==> src/rtl/microseq_pkg.sv <==
// Shared definitions for the micro-program sequencer: address-control
// encoding, state numbers, opcodes, control-word bit positions and the
// default micro-program.
package microseq_pkg;

    typedef enum logic [1:0] {
        ADDR_FETCH = 2'b00,
        ADDR_DISP1 = 2'b01,
        ADDR_DISP2 = 2'b10,
        ADDR_SEQ   = 2'b11
    } addrctl_t;

    localparam int unsigned FETCH   = 0;
    localparam int unsigned DECODE  = 1;
    localparam int unsigned MEMADR  = 2;
    localparam int unsigned MEMRD   = 3;
    localparam int unsigned MEMWB   = 4;
    localparam int unsigned MEMWR   = 5;
    localparam int unsigned RTYPEEX = 6;
    localparam int unsigned RTYPEWB = 7;
    localparam int unsigned BEQEX   = 8;
    localparam int unsigned JEX     = 9;

    localparam logic [5:0] OP_RTYPE = 6'b000000;
    localparam logic [5:0] OP_LW    = 6'b100011;
    localparam logic [5:0] OP_SW    = 6'b101011;
    localparam logic [5:0] OP_BEQ   = 6'b000100;
    localparam logic [5:0] OP_J     = 6'b000010;

    // Bit positions inside the control word (addrctl excluded).
    localparam int BIT_PCWRITE     = 14;
    localparam int BIT_PCWRITECOND = 13;
    localparam int BIT_IORD        = 12;
    localparam int BIT_MEMWRITE    = 11;
    localparam int BIT_IRWRITE     = 10;
    localparam int BIT_MEMTOREG    = 9;
    localparam int BIT_PCSRC       = 7;
    localparam int BIT_ALUOP       = 5;
    localparam int BIT_ALUSRCB     = 3;
    localparam int BIT_ALUSRCA     = 2;
    localparam int BIT_REGWRITE    = 1;
    localparam int BIT_REGDST      = 0;

    localparam int DEF_CTRL_W = 15;

    // Default micro-program word {ctrl, addrctl}; unlisted addresses are
    // an all-zero word that returns to FETCH.
    function automatic logic [DEF_CTRL_W+1:0] default_word(input logic [31:0] addr);
        logic [DEF_CTRL_W-1:0] c;
        addrctl_t              a;
        c = '0;
        a = ADDR_FETCH;
        case (addr)
            FETCH: begin
                c[BIT_IRWRITE] = 1'b1;
                c[BIT_PCWRITE] = 1'b1;
                c[BIT_ALUSRCB +: 2] = 2'b01;
                a = ADDR_SEQ;
            end
            DECODE: begin
                c[BIT_ALUSRCB +: 2] = 2'b11;
                a = ADDR_DISP1;
            end
            MEMADR: begin
                c[BIT_ALUSRCA] = 1'b1;
                c[BIT_ALUSRCB +: 2] = 2'b10;
                a = ADDR_DISP2;
            end
            MEMRD: begin
                c[BIT_IORD] = 1'b1;
                a = ADDR_SEQ;
            end
            MEMWB: begin
                c[BIT_REGWRITE] = 1'b1;
                c[BIT_MEMTOREG] = 1'b1;
            end
            MEMWR: begin
                c[BIT_IORD] = 1'b1;
                c[BIT_MEMWRITE] = 1'b1;
            end
            RTYPEEX: begin
                c[BIT_ALUSRCA] = 1'b1;
                c[BIT_ALUOP +: 2] = 2'b10;
                a = ADDR_SEQ;
            end
            RTYPEWB: begin
                c[BIT_REGWRITE] = 1'b1;
                c[BIT_REGDST] = 1'b1;
            end
            BEQEX: begin
                c[BIT_ALUSRCA] = 1'b1;
                c[BIT_ALUOP +: 2] = 2'b01;
                c[BIT_PCWRITECOND] = 1'b1;
                c[BIT_PCSRC +: 2] = 2'b01;
            end
            JEX: begin
                c[BIT_PCWRITE] = 1'b1;
                c[BIT_PCSRC +: 2] = 2'b10;
            end
            default: begin
                c = '0;
                a = ADDR_FETCH;
            end
        endcase
        return {c, a};
    endfunction

endpackage

==> src/rtl/microseq_dispatch.sv <==
// Opcode dispatch tables: dispatch-1 (from DECODE) and dispatch-2 (from
// MEMADR), each with a valid flag that is low for unknown opcodes.
module microseq_dispatch #(
    parameter int UPC_W = 4,
    parameter int OPC_W = 6
) (
    input  logic [OPC_W-1:0] opcode,
    output logic [UPC_W-1:0] target1,
    output logic [UPC_W-1:0] target2,
    output logic             valid1,
    output logic             valid2
);
    import microseq_pkg::*;

    // Table lookup; unknown opcodes leave both valid flags low.
    always_comb begin
        target1 = '0;
        target2 = '0;
        valid1  = 1'b0;
        valid2  = 1'b0;
        if (opcode == OPC_W'(OP_RTYPE)) begin
            target1 = UPC_W'(RTYPEEX);
            valid1  = 1'b1;
        end else if (opcode == OPC_W'(OP_LW)) begin
            target1 = UPC_W'(MEMADR);
            target2 = UPC_W'(MEMRD);
            valid1  = 1'b1;
            valid2  = 1'b1;
        end else if (opcode == OPC_W'(OP_SW)) begin
            target1 = UPC_W'(MEMADR);
            target2 = UPC_W'(MEMWR);
            valid1  = 1'b1;
            valid2  = 1'b1;
        end else if (opcode == OPC_W'(OP_BEQ)) begin
            target1 = UPC_W'(BEQEX);
            valid1  = 1'b1;
        end else if (opcode == OPC_W'(OP_J)) begin
            target1 = UPC_W'(JEX);
            valid1  = 1'b1;
        end
    end

endmodule

==> src/rtl/microsequencer.sv <==
// Micro-program sequencer: holds upc, reads the control store, selects the
// next upc from the address-control field, handles stall and illegal opcodes.
// Optional writable control store when MICROSEQ_WCS_EN is defined.
// Stall semantics: stall=1 freezes upc/ucycles/illegal_op and zeroes ctrl
// in the same cycle; there is no other handshake on this block.
module microsequencer #(
    parameter int UPC_W  = 4,
    parameter int DEPTH  = 10,
    parameter int CTRL_W = 15,
    parameter int OPC_W  = 6
) (
    input  logic              clk,
    input  logic              rst_n,
    input  logic [OPC_W-1:0]  opcode,
    input  logic              stall,
`ifdef MICROSEQ_WCS_EN
    input  logic              wcs_we,
    input  logic [UPC_W-1:0]  wcs_addr,
    input  logic [CTRL_W+1:0] wcs_data,
`endif
    output logic [CTRL_W-1:0] ctrl,
    output logic [UPC_W-1:0]  upc,
    output logic              illegal_op,
    output logic [31:0]       ucycles
);
    import microseq_pkg::*;

    localparam int WORD_W = CTRL_W + 2;
    localparam logic [UPC_W:0] DEPTH_L = (UPC_W+1)'(DEPTH);

    logic [WORD_W-1:0] cur_word;
    logic [WORD_W-1:0] word;
    logic              in_range;
    addrctl_t          addrctl;
    logic [UPC_W-1:0]  upc_next;
    logic              illegal_next;
    logic [UPC_W-1:0]  target1;
    logic [UPC_W-1:0]  target2;
    logic              valid1;
    logic              valid2;

    assign in_range = ({1'b0, upc} < DEPTH_L);

`ifdef MICROSEQ_WCS_EN
    typedef logic [DEPTH-1:0][WORD_W-1:0] store_t;

    function automatic store_t init_store();
        store_t s;
        for (int i = 0; i < DEPTH; i++) begin
            s[i] = WORD_W'(default_word(32'(i)));
        end
        return s;
    endfunction

    // Contents survive reset; only the power-up image is the default program.
    store_t store_mem = init_store();

    // Synchronous write port; out-of-range addresses are dropped.
    always_ff @(posedge clk) begin
        if (wcs_we && ({1'b0, wcs_addr} < DEPTH_L)) begin
            store_mem[wcs_addr] <= wcs_data;
        end
    end

    assign cur_word = store_mem[upc];
`else
    assign cur_word = WORD_W'(default_word(32'(upc)));
`endif

    // Addresses beyond the store behave as an all-zero return-to-FETCH word.
    assign word    = in_range ? cur_word : '0;
    assign addrctl = addrctl_t'(word[1:0]);

    microseq_dispatch #(
        .UPC_W (UPC_W),
        .OPC_W (OPC_W)
    ) u_dispatch (
        .opcode  (opcode),
        .target1 (target1),
        .target2 (target2),
        .valid1  (valid1),
        .valid2  (valid2)
    );

    // State register plus cycle counter; everything freezes under stall.
    always_ff @(posedge clk or negedge rst_n) begin
        if (!rst_n) begin
            upc        <= '0;
            illegal_op <= 1'b0;
            ucycles    <= '0;
        end else if (!stall) begin
            upc        <= upc_next;
            illegal_op <= illegal_next;
            ucycles    <= ucycles + 32'd1;
        end
    end

    // Next-state selection from the address-control field.
    always_comb begin
        upc_next     = '0;
        illegal_next = 1'b0;
        case (addrctl)
            ADDR_FETCH: upc_next = '0;
            ADDR_DISP1: begin
                if (valid1) upc_next = target1;
                else        illegal_next = 1'b1;
            end
            ADDR_DISP2: begin
                if (valid2) upc_next = target2;
                else        illegal_next = 1'b1;
            end
            ADDR_SEQ:   upc_next = upc + UPC_W'(1);
            default:    upc_next = '0;
        endcase
    end

    // Control outputs: blanked while stalled so nothing commits.
    always_comb begin
        ctrl = '0;
        if (!stall) ctrl = word[WORD_W-1:2];
    end

endmodule
==> config.mk <==
export PLATFORM = sky130hd
export DESIGN_NAME = microsequencer
export DESIGN_NICKNAME = d
export VERILOG_FILES = /design/src/rtl/microseq_pkg.sv /design/src/rtl/microseq_dispatch.sv /design/src/rtl/microsequencer.sv
export SDC_FILE = /design/constraint.sdc
export NUM_CORES = 1
export LEC_CHECK = 0
export CORE_MARGIN = 2
export CORE_UTILIZATION = 51
export DETAILED_ROUTE_END_ITERATION = 16
export PLACE_DENSITY = 0.85
export SETUP_SLACK_MARGIN = 0.2
export SLEW_MARGIN = 20
export SYNTH_ARGS = -nofsm -noshare
export SYNTH_HDL_FRONTEND = slang
export SYNTH_SLANG_ARGS = --single-unit
==> constraint.sdc <==
create_clock -name clk -period 5.55 [get_ports clk]
set_clock_uncertainty 0.1 [all_clocks]
set_input_delay 1.11 -clock clk [delete_from_list [all_inputs] [get_ports clk]]
set_output_delay 1.11 -clock clk [all_outputs]
set_load 0.01 [all_outputs]
# Word-level counts from Yosys, hierarchy flattened
# Index checks and enable logic that the tools add are counted.
dict set report classes {
  n_addsub 2
  n_lt_le_gt_ge 1
  n_eq_ne 16
  mux 37
  n_reduce_logical 8
}
# op count
set ops {}
lappend ops {{$mux 4} 9}
lappend ops {{$add 32x1->32 const B} 1}
lappend ops {{$mux 1} 19}
lappend ops {{$mux 17} 1}
lappend ops {{$eq 4x3->1 const B} 4}
lappend ops {{$pmux 4 s4} 1}
lappend ops {{$mux 15} 1}
lappend ops {{$eq 6x6->1 const B} 2}
lappend ops {{$pmux 2 s3} 2}
lappend ops {{$eq 4x2->1 const B} 2}
lappend ops {{$eq 4x4->1 const B} 2}
lappend ops {{$pmux 2 s2} 2}
lappend ops {{$eq 6x2->1 const B} 1}
lappend ops {{$eq 6x3->1 const B} 1}
lappend ops {{$logic_not 6->1} 1}
lappend ops {{$reduce_or 2->1} 3}
lappend ops {{$reduce_or 3->1} 2}
lappend ops {{$add 4x1->4 const B} 1}
lappend ops {{$eq 2x2->1 const B} 2}
lappend ops {{$eq 4x1->1 const B} 1}
lappend ops {{$logic_not 4->1} 1}
lappend ops {{$lt 4x4->1 const B} 1}
lappend ops {{$mux 3} 1}
lappend ops {{$eq 2x1->1 const B} 1}
lappend ops {{other kinds (2)} 2}
dict set report word_totals {
  register_bits 37
  output_inout_bits 52
  wordCells 67
}

# Longest topological paths before layout
dict set report logic_depth {
  word_depth 8
  depth_mapped 10
}

# Cells and area by module
# From an unflattened synthesis, not the netlist that was laid out.
dict set report hier_totals {
  hier_cells 217
  hier_area_um2 2198.4
}
# module instances cells_per_inst area_each_um2
set by_module_without_submodules {}
lappend by_module_without_submodules {microsequencer 1 194 2045.7}
lappend by_module_without_submodules {microseq_dispatch 1 23 152.6}

# Least setup slack after synthesis
# OpenSTA, ideal clock, no wires.
dict set report synth_path {
  kind {input to output}
  from {in stall}
  to {out ctrl[14]}
  arrival_time_ps 1992
  path_slack_ps 2348
  cell_stages 4
  n_path_buf 1
  path_cell_list {clkbuf_1 > nor4b_1 > and2_1 > or2_2}
}
dict set report synth_between {
  elab_chain_cells 1
}
# item line
set synth_lines {}
lappend synth_lines {{from (decl)} microsequencer.sv:15} ;# input logic stall,
lappend synth_lines {{$mux 15} microsequencer.sv:120} ;# if (!stall) ctrl = word[WORD_W-1:2];
lappend synth_lines {{to (decl)} microsequencer.sv:21} ;# output logic [CTRL_W-1:0] ctrl,
# Every way passes these cells.

# Final worst setup path
# Ends and elaborated chain as after synthesis.

==> impl_metrics.csv <==
group,metric,value,unit
logic_synthesis,synth_cell_types,39,
critical_path,crit_fanout,20,
floorplanning,initial_core_util,53.1,%
pwr,p_leak,1.31,nW
drt,vias,1841,
sta,slew_headroom,40.2,%
sta,maxSlewViolCount,0,
clocking,tritoncts,"yes",
finish,n_fill_cell,315,
logic_synthesis,async_flop_share,100,%
run_status,outcome,"finished clean",
sta,worst_slack,1.30,ns
logic_synthesis,ys_ff_latch,37,
drt,drtPass1Iterations,4,
drt,drt_wl_total,4970,um
finish,finalCoreUtilization,72.4,%
global_route,grt_pass1_vias,1772,
pwr,irDropWorstVdd,0.324,mV
clocking,clk_root_buffer_cell,"clkbuf_8",
critical_path,worstPathArrival,3.04,ns
critical_path,cp-end-kind,"output port",
global_route,track_usage,23.3,%
sta,fmax,235,MHz
job,drv_cap,0,
logic_synthesis,syn_inst,212,
clocking,cts_buffers,5,
placed_design,placement.io_buffers,60,
logic_synthesis,synth-edff-count,0,
clocking,clock_latency,0.30,ns
critical_path,cp.depth,6,
floorplanning,io-pin-count,61,
clocking,clk_pin_slew_worst_paths,0.09,ns
sta,worst_slew_pin_slew,0.898,ns
finish,nets,294,
floorplanning,die_h,68.8,um
critical_path,cp_num_buf_inv,3,
logic_synthesis,yosysTopAreaCell,"dfrtp_1",
logic_synthesis,netlist.area_leader.share,43.3,%
finish,drive_gt1_share,8.33,%
logic_synthesis,synth.most_common_cell,"dfrtp_1",
critical_path,slowest_stage,"clkdlybuf4s50_1",
clocking,hold_buffers,0,
logic_synthesis,synth_common_cells,"dfrtp_1, xnor2_1, nor2_1",
drt,dr.first_iter.drc_count,113,
clocking,ctsResizeCount,0,
logic_synthesis,ys_warn_count,0,
global_route,grt_pass1_wl,8200,um
global_route,grt-ovfl-total,0,
clocking,cts_buffer_depth,2,
worst_hold_path,whs_path_depth,1,
drt,wl_per_cell,15.2,um
floorplanning,core_area,0.00403,mm2
logic_synthesis,yosys_most_used_dff,"dfrtp_1",
pwr,power.density,390,mW/mm2
clocking,cts_setup_buffers,0,
sta,finalSetupViolCount,0,
sta,hold_ws,0.369,ns
floorplanning,die_w,68.8,um
drt,ant_nets,0,
global_route,antenna_found_initial,0,
logic_synthesis,ys_top_cells_by_area,"dfrtp_1, xnor2_1, xor2_1",
worst_hold_path,hold_path_class,"flop to flop",
logic_synthesis,yosysSeqAreaShare,43.3,%
clocking,h-tree-depth,2,
critical_path,cp-start-kind,"primary input",
critical_path,worstRegToRegCells,9,
placed_design,post-dp-hpwl,3550,um
sta,period_needed,4.25,ns
critical_path,crit_chain,"clkdlybuf4s50_1, buf_4, nor4b_1, and2_1, or2_2, clkdlybuf4s50_1",
critical_path,cpMostUsedCell,"clkdlybuf4s50_1",
sta,rsz0062_at_grt,"no",
sta,hold_viol,0,
finish,diodes,0,
global_route,grt_max_degree,38,
critical_path,max_stage_delay,0.52,ns
placed_design,pre_cts_ws,1.33,ns
finish,area_delta_synth_final,36.3,%
critical_path,crit_required,4.34,ns
pwr,fin_total_pwr,1.14,mW
floorplanning,rows,23,
floorplanning,die-area,0.00473,mm2
logic_synthesis,syn_avg_cell_area,10.1,um2
sta,finalCritPeriodShare,76.5,%
placed_design,place_congestion,0.900,
drt,via_per_inst,5.65,
drt,drc,0,
logic_synthesis,synth_nets,231,
critical_path,crit_type,"primary input to output port",
critical_path,path_delay_family,"buffers and inverters",
sta,tns,0,ns
clocking,cts.sinks,37,
logic_synthesis,syn_area,0.00214,mm2
## sequential cells by signal, summed over array words and instances, names as in the netlist
register and flops:
ucycles 32, upc 4, illegal_op 1
## kinds of logic after synthesis
group                      synth area share, %
AOI/OAI and AO/OA                         4.56
xor gates and xnor gates                  13.5
adders and majority gates                 5.85
buffers and inverters                     2.81
DFF                                       43.3
muxes                                     1.46
and+or+nand+nor                           28.5
## area by class of cell
| cell class | instances | area (um2) | area share [%] |
|---|---|---|---|
| multi-input cells | 161 | 1150 | 39.5 |
| flip-flops and latches | 37 | 926 | 31.8 |
| repair buffers | 61 | 603 | 20.7 |
| clock buffers | 5 | 68.8 | 2.36 |
| clock inverters | 3 | 68.8 | 2.36 |
| well taps | 50 | 62.6 | 2.15 |
| inverters | 9 | 33.8 | 1.16 |
## metal layers
layer,vias to the layer above,part of all wire (%),routed length [um],GRT usage (%)
met4,0,0.95,47,6.86
li1,871,-,-,-
met2,45,51,2540,39.2
met5,-,0,0,0
met3,6,3.6,181,5.03
met1,919,44,2200,30.3
## metrics by stage
stage | instance area [um2] | std cells
3_3_place_gp | 2780 | 318
5_1_grt | 2920 | 326
3_5_place_dp | 2780 | 318
4_1_cts | 2920 | 326
2_1_floorplan | 2140 | 212
6_report | 2920 | 326
## layout by cell type (no fill, tap or decap), types with 3 or more instances in the layout
cell and instances:
nand3_1 15, clkbuf_8 5, nand2_1 11, xor2_1 15, nand4b_1 3, nor3_1 6, or2_2 3, and2_1 5
clkdlybuf4s50_1 59, nor2_1 16, nor3_2 6, and3_1 10, ha_1 10, nor4_1 5, nand4_1 9, dfrtp_1 37
xnor2_1 18, inv_1 9
## report_power, final
group | internal [mW] | switching [mW]
logic | 0.238 | 0.229
registers | 0.310 | 0.0787
clock network | 0.181 | 0.101
## final timing paths
kind	startpoint	endpoint	slack, ns
hold / removal	ucycles[31]	ucycles[31]	0.37
setup reg to reg	upc[0]	illegal_op	3.10
max in group asynchronous	rst_n	ucycles[21]	3.96
hold reg to reg	ucycles[31]	ucycles[31]	0.37
setup / recovery	stall	ctrl[14]	1.30
min in group asynchronous	rst_n	ucycles[31]	0.82
Power figures use the tool's default switching activity.
